$ cat src/rtl/grid_stream_pkg.sv
// Shared types and constants for the grid frame streamer and its pixel packer.
package grid_stream_pkg;

  localparam int         AXIS_W    = 32;
  localparam logic [3:0] TKEEP_ALL = 4'hF;

  typedef logic [23:0] rgb_t;

  typedef enum logic [1:0] {PH0, PH1, PH2, PH3} pack_phase_t;

  function automatic int ceil_shift(input int n, input int s);
    return (n + (1 << s) - 1) >> s;
  endfunction

endpackage

$ cat src/rtl/rgb_packer_4to3.sv
// Packs four 24-bit pixels into three 32-bit AXI4-Stream beats, lowest pixel in the lowest bits.
//  state | meaning
//  PH0   | waiting for p0; next pixel is stored whole, no beat
//  PH1   | p0 held; p1 completes beat {p1[7:0],p0}
//  PH2   | p1[23:8] held; p2 completes beat {p2[15:0],p1[23:8]}
//  PH3   | p2[23:16] held; p3 completes beat {p3,p2[23:16]}
module rgb_packer_4to3
  import grid_stream_pkg::*;
(
  input  logic              aclk,
  input  logic              aresetn,
  input  logic              en,
  input  logic              in_valid,
  input  logic              in_sof,
  input  logic              in_eol,
  input  rgb_t              in_rgb,
  output logic [AXIS_W-1:0] tdata,
  output logic              tvalid,
  output logic              tlast,
  output logic              tuser
);

  pack_phase_t       phase, phase_n;
  rgb_t              res, res_n;
  logic              sof_q, sof_n;
  logic [AXIS_W-1:0] tdata_n;
  logic              tvalid_n, tlast_n, tuser_n;

  always_ff @(posedge aclk) begin
    if (!aresetn) begin
      phase  <= PH0;
      res    <= '0;
      sof_q  <= 1'b0;
      tdata  <= '0;
      tvalid <= 1'b0;
      tlast  <= 1'b0;
      tuser  <= 1'b0;
    end else begin
      phase  <= phase_n;
      res    <= res_n;
      sof_q  <= sof_n;
      tdata  <= tdata_n;
      tvalid <= tvalid_n;
      tlast  <= tlast_n;
      tuser  <= tuser_n;
    end
  end

  // Beat fields only move when en is high, which keeps a stalled beat stable.
  always_comb begin
    phase_n  = phase;
    res_n    = res;
    sof_n    = sof_q;
    tdata_n  = tdata;
    tvalid_n = tvalid;
    tlast_n  = tlast;
    tuser_n  = tuser;
    if (en) begin
      tvalid_n = 1'b0;
      if (in_valid) begin
        case (phase)
          PH0: begin
            res_n   = in_rgb;
            sof_n   = in_sof;
            phase_n = PH1;
          end
          PH1: begin
            tvalid_n = 1'b1;
            tdata_n  = {in_rgb[7:0], res};
            tuser_n  = sof_q;
            tlast_n  = 1'b0;
            res_n    = {8'h00, in_rgb[23:8]};
            phase_n  = PH2;
          end
          PH2: begin
            tvalid_n = 1'b1;
            tdata_n  = {in_rgb[15:0], res[15:0]};
            tuser_n  = 1'b0;
            tlast_n  = 1'b0;
            res_n    = {16'h0000, in_rgb[23:16]};
            phase_n  = PH3;
          end
          default: begin
            tvalid_n = 1'b1;
            tdata_n  = {in_rgb, res[7:0]};
            tuser_n  = 1'b0;
            tlast_n  = in_eol;
            phase_n  = PH0;
          end
        endcase
      end
    end
  end

endmodule

$ cat src/rtl/grid_frame_streamer.sv
// AXI4-Stream video source: scans the frame, reads cell states from a sync RAM,
// maps them through a palette with optional cell borders, and packs pixels into beats.
module grid_frame_streamer
  import grid_stream_pkg::*;
#(
  parameter int                             X_SIZE      = 640,
  parameter int                             Y_SIZE      = 480,
  parameter int                             CELL_W_LOG2 = 5,
  parameter int                             CELL_H_LOG2 = 5,
  parameter int                             STATE_BITS  = 2,
  parameter logic [24*(2**STATE_BITS)-1:0]  PALETTE     = {24'hFFFFFF, 24'hFF0000, 24'h00FF00, 24'h000000},
  parameter logic [23:0]                    GRID_RGB    = 24'h404040,
  localparam int GRID_W = X_SIZE >> CELL_W_LOG2,
  localparam int GRID_H = ceil_shift(Y_SIZE, CELL_H_LOG2),
  localparam int AW     = (GRID_W * GRID_H > 1) ? $clog2(GRID_W * GRID_H) : 1
) (
  input  logic                  aclk,
  input  logic                  aresetn,
  input  logic                  run,
  input  logic                  grid_en,
  output logic [AW-1:0]         state_addr,
  output logic                  state_rd_en,
  input  logic [STATE_BITS-1:0] state_data,
  output logic                  frame_done,
  output logic [AXIS_W-1:0]     out_stream_tdata,
  output logic [3:0]            out_stream_tkeep,
  output logic                  out_stream_tlast,
  input  logic                  out_stream_tready,
  output logic                  out_stream_tvalid,
  output logic                  out_stream_tuser
);

  localparam int            XW          = (X_SIZE > 1) ? $clog2(X_SIZE) : 1;
  localparam int            YW          = (Y_SIZE > 1) ? $clog2(Y_SIZE) : 1;
  localparam logic [XW-1:0] X_LAST      = XW'(X_SIZE - 1);
  localparam logic [YW-1:0] Y_LAST      = YW'(Y_SIZE - 1);
  localparam logic [XW-1:0] CELL_X_MASK = XW'((1 << CELL_W_LOG2) - 1);
  localparam logic [YW-1:0] CELL_Y_MASK = YW'((1 << CELL_H_LOG2) - 1);

  logic [XW-1:0] x;
  logic [YW-1:0] y;
  logic          en, issue, at_origin, x_last, y_last;
  logic          s1_valid, s1_sof, s1_eol, s1_border;
  rgb_t          rgb;

  assign en          = ~out_stream_tvalid | out_stream_tready;
  assign at_origin   = (x == '0) && (y == '0);
  assign x_last      = (x == X_LAST);
  assign y_last      = (y == Y_LAST);
  // run only gates the start of a frame; mid-frame the scan always continues.
  assign issue       = en & (run | ~at_origin);
  assign state_rd_en = issue & aresetn;
  assign state_addr  = AW'(((int'(y) >> CELL_H_LOG2) * GRID_W) + (int'(x) >> CELL_W_LOG2));

  always_ff @(posedge aclk) begin
    if (!aresetn) begin
      x          <= '0;
      y          <= '0;
      s1_valid   <= 1'b0;
      s1_sof     <= 1'b0;
      s1_eol     <= 1'b0;
      s1_border  <= 1'b0;
      frame_done <= 1'b0;
    end else begin
      frame_done <= issue & x_last & y_last;
      if (issue) begin
        x <= x_last ? '0 : x + XW'(1);
        if (x_last) y <= y_last ? '0 : y + YW'(1);
      end
      if (en) begin
        s1_valid  <= issue;
        s1_sof    <= at_origin;
        s1_eol    <= x_last;
        s1_border <= ((x & CELL_X_MASK) == '0) | ((y & CELL_Y_MASK) == '0);
      end
    end
  end

  assign rgb = (grid_en & s1_border) ? GRID_RGB : PALETTE[24*int'(state_data) +: 24];

  assign out_stream_tkeep = TKEEP_ALL;

  rgb_packer_4to3 u_packer (
    .aclk     (aclk),
    .aresetn  (aresetn),
    .en       (en),
    .in_valid (s1_valid),
    .in_sof   (s1_sof),
    .in_eol   (s1_eol),
    .in_rgb   (rgb),
    .tdata    (out_stream_tdata),
    .tvalid   (out_stream_tvalid),
    .tlast    (out_stream_tlast),
    .tuser    (out_stream_tuser)
  );

endmodule
$ cat config.mk
export PLATFORM = sky130hd
export DESIGN_NAME = grid_frame_streamer
export DESIGN_NICKNAME = d
export VERILOG_FILES = /design/src/rtl/grid_stream_pkg.sv /design/src/rtl/rgb_packer_4to3.sv /design/src/rtl/grid_frame_streamer.sv
export SDC_FILE = /design/constraint.sdc
export NUM_CORES = 1
export LEC_CHECK = 0
export CAP_MARGIN = 20
export CORE_MARGIN = 1.5
export CORE_UTILIZATION = 45
export CTS_CLUSTER_DIAMETER = 30
export DETAILED_ROUTE_END_ITERATION = 16
export GPL_TIMING_DRIVEN = 0
export PLACE_DENSITY = 0.73
export REMOVE_ABC_BUFFERS = 1
export SLEW_MARGIN = 15
export SYNTH_ARGS = -nofsm -noshare
export SYNTH_HDL_FRONTEND = slang
export SYNTH_SLANG_ARGS = --single-unit
$ cat constraint.sdc
create_clock -name aclk -period 2.3 [get_ports aclk]
set_clock_uncertainty 0.1 [all_clocks]
set_input_delay 0.46 -clock aclk [delete_from_list [all_inputs] [get_ports aclk]]
set_output_delay 0.46 -clock aclk [all_outputs]
set_load 0.005 [all_outputs]
# Word level (Yosys, flattened, before mapping)
# Cells that the tools add are included.
# Widths: inputs -> output; s select.
# word_totals
elab_cells	58
register_bits	86
in_bits	7
out_inout_bits	50
# op_classes
bitwise_logic	11
n_mux	10
reduce_logical	13
multipliers	2
shifts	1
eq_ne	4
add_sub_neg	3
# op_table
op	count
$pmux 32 s3	1
$shiftx 96x8->24 const A	1
$pmux 24 s3	1
$mux 24	1
$logic_not 10->1	2
$logic_not 9->1	2
$add 10x1->10 const B	1
$eq 10x10->1 const B	1
$mux 10	1
$add 9x1->9 const B	1
$add 9x5->9	1
$eq 9x9->1 const B	1
$mux 9	1
$reduce_and 3->1	3
$mul 4x3->7 const B	1
$pmux 2 s3	1
$and 1x1->1	5
$mul 2x2->4 const A	1
$pmux 1 s2	2
$reduce_and 2->1	2
$not 1->1	3
$or 1x1->1	3
$reduce_bool 3->1	1
$eq 2x1->1 const B	1
other kinds (5)	6

# Logic depth before layout (Yosys ltp)
# Gate-level depths: netlist of run 1.
# logic_depth
word_depth	7
ltp_mapped	7
ltp_nobuf	6

# Modules after synthesis
# From an unflattened synthesis of run 1, not the netlist that was laid out.
# hier_totals
hier_cells	506
area_unflattened_um2	4366.7
# by_module_without_submodules
module	cells_per_inst	seq_area_each_um2	area_each_um2	n_inst
rgb_packer_4to3	314	1241.2	2723.9	1
grid_frame_streamer	192	480.5	1642.8	1

# Least setup slack after synthesis of run 1
# No wires, ideal clock.
# synth_path
path_type	flip-flop to output port
startpoint	register y[6]
endpoint	output port state_addr[8]
required_time_ns	1.740
path_stages_with_launch	7
t_arrival_ns	1.872
setup_slack_ns	-0.132
path_buffers	0
cell_sequence	dfxtp_1 -> ha_1 -> ha_1 -> fa_1 -> nand3_1 -> mux2i_1 -> a22o_1
# synth_between
elab_chain_cells	2
# synth_rtl
element	line	text
start, declared	grid_frame_streamer.sv:41	logic [YW-1:0] y;
start signal, assigned	grid_frame_streamer.sv:68	if (x_last) y <= y_last ? '0 : y + YW'(1);
$mul 4x3->7	grid_frame_streamer.sv:53	assign state_addr = AW'(((int'(y) >> CELL_H_LOG2) * GRID_W) + (int'(x) >> CELL_W_LOG2));
$add 9x5->9	grid_frame_streamer.sv:53	
end, declared	grid_frame_streamer.sv:21	output logic [AW-1:0] state_addr,
# No other way between the ends.

# Worst setup path after layout of run 1
# layout_path
startpoint	register y[8]
endpoint	output port state_addr[8]
# Same word-level chain as after synthesis.

==> results.cfg, run 1 <==
[timing]
fmax_mhz = 360.1
slew_violations = 0
setup_violations = 5
finalHoldViolCount = 0
period_share = 1.207
worst_slew_pin_slew_ns = 0.7974
relSlewSlack = 0.4643
fin_crit_ns = 2.777
rsz0062_at_grt = yes
fin_ws_ns = -0.4766

[final_layout]
multi_input_area_sq_mm = 0.001724
num-nets-final = 391
seq_area_sq_um = 900.9
diodes = 0
layout-drive-gt1-share = 0.1957
final_util = 0.5978
area_growth_pct = 28.24
fillerInstances = 534

[placement]
place_hpwl_um = 4023
gp_congestion = 0.8578
io_buffers = 52

[cts]
tritoncts = yes
clk_pin_slew_ns = 0.09
numCtsBuffers = 5
clk_latency_ns = 0.30
ctsHoldBuffers = 0
cts_buffer_depth = 2
clk_root_buffer_cell = clkbuf_8
clock_sinks = 44
htreeDepth = 2

[drt]
drc = 0
vias_per_cell = 5.519
wl_per_cell_um = 13.85
drt_iter0_drc = 87
drtAntennaViolNets = 0
vias = 2445
wl_um = 6134
first_pass_iters = 4

[floorplan]
core_sq_mm = 0.005921
die_x_um = 81.32
io_pins = 57
num_rows = 28
die_area_sq_mm = 0.006612
die_h_um = 81.32
start_util = 0.4662

[logic_synthesis]
ys_ff_latch = 44
async_flop_share = 0
yosys.area_share.simple = 0.2443
avgSynthCellArea_sq_um = 8.239
ys_types = 51
synth_compound_area_frac = 0.1772
synth.cell_area_sq_mm = 0.002760
synth_seq_area_share = 0.3191
syn_inst = 335
synth_edf_count = 0
synth_mux_area_frac = 0.02901
yosys_warnings = 0
synth_top_family_by_area = simple AND/OR/NAND/NOR gates
synth_adder_area_share = 0.08250
synth_flop_cell = dfxtp_1
synth_xor_xnor_area_share = 0.02221

[pwr]
vdd_drop_max_mv = 0.3935
p_leak_uw = 0.001383
sequentialPowerShare = 0.407
total_power_uw = 2231
pwr-share-clk = 0.269
p_per_area_mw_per_mm2 = 630.2
p_comb_frac = 0.324
p_int_uw = 1538
switchingPower_uw = 692.3
swShare = 0.3104

[worst_setup_path]
critPathMaxFanout = 2
path_delay_family = adder cells
path_cells = ha_4 > ha_4 > fa_1 > buf_6 > nand3_4 > mux2i_1 > a22o_1 > buf_2
max_stage_delay_ns = 0.53
cp_slowest_cell = fa_1
critical_path_buf_inv_count = 2
arrival_ns = 2.22
worstPathRequired_ns = 1.74
path_common_cell = ha_4
crit_type = reg2out
cp-end-kind = output pin
r2r_setup_slack_ns = 0.06
cp-start-kind = register

[outcome]
violations = negative setup slack
status = finished, violations left

[grt]
antenna_found_initial = 0
grt_pass1_wl_um = 10130
grt_start_max_net_pins = 36
grt_pass1_vias = 2216
grt_use_total = 0.1973
grt_overflow = 0

[hold_path]
hp-class = reg2reg

[run]
cap_violations = 0
[cell families after synthesis]
family / after synthesis
adders and majority gates: 17
AOI/OAI and AO/OA: 73
muxes: 8
and+or+nand+nor: 124
other: 1
DFF: 44
buffers and inverters: 61
xor gates and xnor gates: 7
[worst min-delay path, delay by kind of cell, from the launching register on]
family	cells	cell delay, ns
AND/OR/NAND/NOR	1	0.05
AO/OA/AOI/OAI	1	0.06
flip-flops	1	0.32
[routing by layer]
metal  share of wire  up-vias  GRT usage  routed length (um)
met5               0        -          0                   0
met4           0.012        0    0.07241                  72
met3           0.055        6    0.03708                 336
met2            0.50       73     0.3537                3044
met1            0.44     1152     0.2312                2680
li1                -     1214          -                   -
[sequential cells by signal, summed over array words and instances (netlist names)]
| name | cells |
|---|---|
| x | 10 |
| y | 9 |
| u_packer.tdata | 8 |
| u_packer.res | 6 |
| u_packer.phase | 2 |
| frame_done | 1 |
| s1_border | 1 |
| s1_eol | 1 |
| s1_sof | 1 |
| s1_valid | 1 |
| u_packer.sof_q | 1 |
| u_packer.tlast | 1 |
| u_packer.tuser | 1 |
| u_packer.tvalid | 1 |
[cell usage in the layout, fill, tap and decap left out, types with 4 or more instances in the layout]
cell             count
dfxtp_2              4
xnor2_1              4
or3_1                5
nand4_1              6
clkdlybuf4s50_1     44
o21ai_0             15
buf_4               12
nand2_1             37
dfxtp_1             36
and3_1               4
ha_4                 5
conb_1               4
buf_6                5
inv_1               13
a21boi_0            17
nand2b_1             5
mux2i_1              8
nor2_1               7
buf_2                5
nand3b_1             5
a21oi_1             14
nand4b_1             4
nand3_1             21
clkbuf_8             5
dfxtp_4              4
ha_1                 9
[power groups by stage]
stage	sequential, uW	combinational, uW	clock, uW
5_1_grt	923	800	641
4_1_cts	909	726	615
3_5_place_dp	931	614	0
6_report	909	723	599
3_3_place_gp	926	596	0
2_1_floorplan	926	343	0
[stage by stage]
stage	std cells	cell area [sq um]	TNS [ns]	setup WS [ns]	hold WS [ns]
CTS	440	3486	-1.824	-0.4996	0.3700
finish	443	3540	-1.623	-0.4766	0.3669
global placement	417	3092	-18.27	-1.157	0.3524
detailed placement	418	3119	-10.36	-1.050	0.3586
global route	443	3540	-1.972	-0.5416	0.3902
floorplan	290	2477	-0.2729	-0.1352	0.3377
[synth_stat cells, types with 4 or more instances]
cell type | instances | share of area
a21boi_0 | 17 | 0.046
a21oi_1 | 16 | 0.029
and3_1 | 4 | 0.0091
buf_4 | 30 | 0.082
clkbuf_1 | 17 | 0.023
dfxtp_1 | 44 | 0.32
ha_1 | 15 | 0.068
inv_1 | 13 | 0.018
mux2i_1 | 8 | 0.029
nand2_1 | 38 | 0.052
nand2b_1 | 5 | 0.011
nand3_1 | 22 | 0.040
nand3b_1 | 5 | 0.014
nand4_1 | 6 | 0.014
nand4b_1 | 4 | 0.013
nor2_1 | 8 | 0.011
nor3_1 | 4 | 0.0073
o21ai_0 | 15 | 0.027
or3_1 | 5 | 0.011
xnor2_1 | 6 | 0.019
[worst paths after layout]
path,to,depth (start not counted),from
setup / recovery,state_addr[8],8,y[8]$_SDFFE_PN0P_
hold / removal,u_packer.tuser$_SDFFE_PN0P_,2,u_packer.tuser$_SDFFE_PN0P_
setup reg to reg,y[5]$_SDFFE_PN0P_,4,x[7]$_SDFFE_PN0N_
hold reg to reg,u_packer.tuser$_SDFFE_PN0P_,2,u_packer.tuser$_SDFFE_PN0P_
[what timing repair did]
action,in CTS,in global routing
setup buffers,14,4
resized for setup,58,14
pin swaps,13,16
endpoints found under the setup margin,16,9
[area by class of cell]
class | instances | share of cell area
Clock buffer | 5 | 0.01944
Multi-Input combinational cell | 233 | 0.4871
Clock inverter | 3 | 0.01202
Inverter | 13 | 0.01379
Timing Repair Buffer | 70 | 0.1866
Tap cell | 75 | 0.02651
Sequential cell | 44 | 0.2545
Note: power is estimated with default switching activity, not from simulation.
==> inputs of run 2 (changes only) <==
--- a/config.mk
+++ b/config.mk
@@ -6,14 +6,14 @@
 export NUM_CORES = 1
 export LEC_CHECK = 0
 export CAP_MARGIN = 20
-export CORE_MARGIN = 1.5
 export CORE_UTILIZATION = 45
 export CTS_CLUSTER_DIAMETER = 30
 export DETAILED_ROUTE_END_ITERATION = 16
 export GPL_TIMING_DRIVEN = 0
 export PLACE_DENSITY = 0.73
 export REMOVE_ABC_BUFFERS = 1
-export SLEW_MARGIN = 15
+export SLEW_MARGIN = 10
 export SYNTH_ARGS = -nofsm -noshare
 export SYNTH_HDL_FRONTEND = slang
 export SYNTH_SLANG_ARGS = --single-unit
+export TNS_END_PERCENT = 20
==> results.cfg, run 2 (same netlist as run 1, synthesis figures left out) <==
[final_layout]
most-common-layout-cells = 45 x clkdlybuf4s50_1, 38 x nand2_1, 37 x dfxtp_1
layout-drive-gt1-share = 0.1676
stdcell_area_sq_mm = 0.003512
largest_reg_flops = 10
diodes = 0
reg_top3 = x: 10 flops, y: 9 flops, u_packer.tdata: 8 flops
mostFrequentLayoutCell = clkdlybuf4s50_1
fillerInstances = 504
num-nets-final = 387
top_register = x
area_growth_pct = 27.24

[floorplan]
die_x_um = 80.32
die_area_sq_mm = 0.006451
io_pins = 57
core_sq_mm = 0.005921
start_util = 0.4662
num_rows = 28
die_h_um = 80.32

[timing]
setup_violations = 5
timing.hold.ws_ns = 0.3631
finalHoldViolCount = 0
rsz0062_at_grt = yes
period_share = 1.171
fin_crit_ns = 2.693
slew_violations = 0
fmax_mhz = 371.3
worst_slew_pin_slew_ns = 0.8578
relSlewSlack = 0.4237
fin_ws_ns = -0.3932

[worst_setup_path]
arrival_ns = 2.13
max_stage_delay_ns = 0.55
r2r_setup_slack_ns = 0.05
path_cells = ha_4 > ha_4 > fa_2 > nand3_2 > mux2i_1 > a22o_1 > buf_2
crit_type = reg2out
cp-end-kind = output pin
cp_slowest_cell = fa_2
cp-start-kind = register
worstPathRequired_ns = 1.74
critPathMaxFanout = 3
path_common_cell = ha_4

[placement]
place_hpwl_um = 3948
gp_congestion = 0.8368
io_buffers = 52
place_area_sq_mm = 0.003119
place_ws_ns = -1.044

[grt]
antenna_found_initial = 0
grt_pass1_vias = 2119
grt_start_max_net_pins = 40
grt_use_total = 0.2010
grt_overflow = 0
grt_pass1_wl_um = 10160

[drt]
drt_iter0_drc = 127
first_pass_iters = 4
drc = 0
wl_per_cell_um = 13.86
vias = 2411
drtAntennaViolNets = 0
vias_per_cell = 5.492
wl_um = 6086

[cts]
numCtsBuffers = 5
ctsHoldBuffers = 0
cts_buffer_depth = 2
tritoncts = yes
clk_latency_ns = 0.30
clk_pin_slew_ns = 0.08
clock_sinks = 44
clk_root_buffer_cell = clkbuf_8
htreeDepth = 2

[pwr]
p_leak_uw = 0.001399
vdd_drop_max_mv = 0.3440
p_per_area_mw_per_mm2 = 700.0

[outcome]
violations = negative setup slack
status = finished, violations left

[run]
cap_violations = 0

[hold_path]
hp-class = reg2reg
[run 2: path summary, 6_finish.rpt]
path                                                    end                        start  cells past startpoint
worst min-delay path            u_packer.tuser$_SDFFE_PN0P_  u_packer.tuser$_SDFFE_PN0P_                      2
worst max-delay path                          state_addr[8]            y[8]$_SDFFE_PN0P_                      7
worst min register to register  u_packer.tuser$_SDFFE_PN0P_  u_packer.tuser$_SDFFE_PN0P_                      2
worst max register to register            y[5]$_SDFFE_PN0P_            x[0]$_SDFFE_PN0N_                      6
[run 2: through the flow]
stage               TNS (ns)  instances  power [uW]    util
CTS                   -2.063        437        2474  0.5866
floorplan            -0.2729        290        1270       -
detailed placement    -10.28        418        1539  0.5268
global placement      -19.63        417        1524  0.5222
finish                -1.714        439        2458  0.5932
global route          -2.101        439        2597  0.5932
[run 2: repair_timing]
item | 4_1_cts | 5_1_grt
endpoints found under the setup margin | 17 | 12
pin swaps | 11 | 8
setup buffers | 11 | 2
gates resized for setup | 47 | 7
[run 2: routing by layer]
metal | global-route usage | wire, um | up-vias
met3 | 0.03523 | 294 | 4
li1 | - | - | 1209
met2 | 0.3496 | 2946 | 72
met5 | 0 | 0 | -
met1 | 0.2561 | 2814 | 1126
met4 | 0.04821 | 30 | 0
[run 2: cell type report]
type,count,area [sq um],area share
Clock buffer,5,68.82,0.01959
Timing Repair Buffer,66,629.4,0.1792
Tap cell,75,93.84,0.02672
Clock inverter,3,90.09,0.02565
Sequential cell,44,899.6,0.2561
Inverter,13,48.80,0.01389
Multi-Input combinational cell,233,1682,0.4788
[run 2: critical path, delay by kind of cell (launching register included)]
| kind | cells | cell delay, ns |
|---|---|---|
| adder cells (fa/ha/maj) | 3 | 0.95 |
| flip-flops | 1 | 0.36 |
| AO/OA/AOI/OAI | 1 | 0.19 |
| multiplexers | 1 | 0.12 |
| buffers and inverters | 1 | 0.12 |
| AND/OR/NAND/NOR | 1 | 0.09 |
[run 2: where the power goes]
part	switching, uW	leakage, uW	internal (uW)
registers	60.8	0.000362	842
clock network	272	0.0000784	543
logic	356	0.000959	384
total	689	0.00140	1770
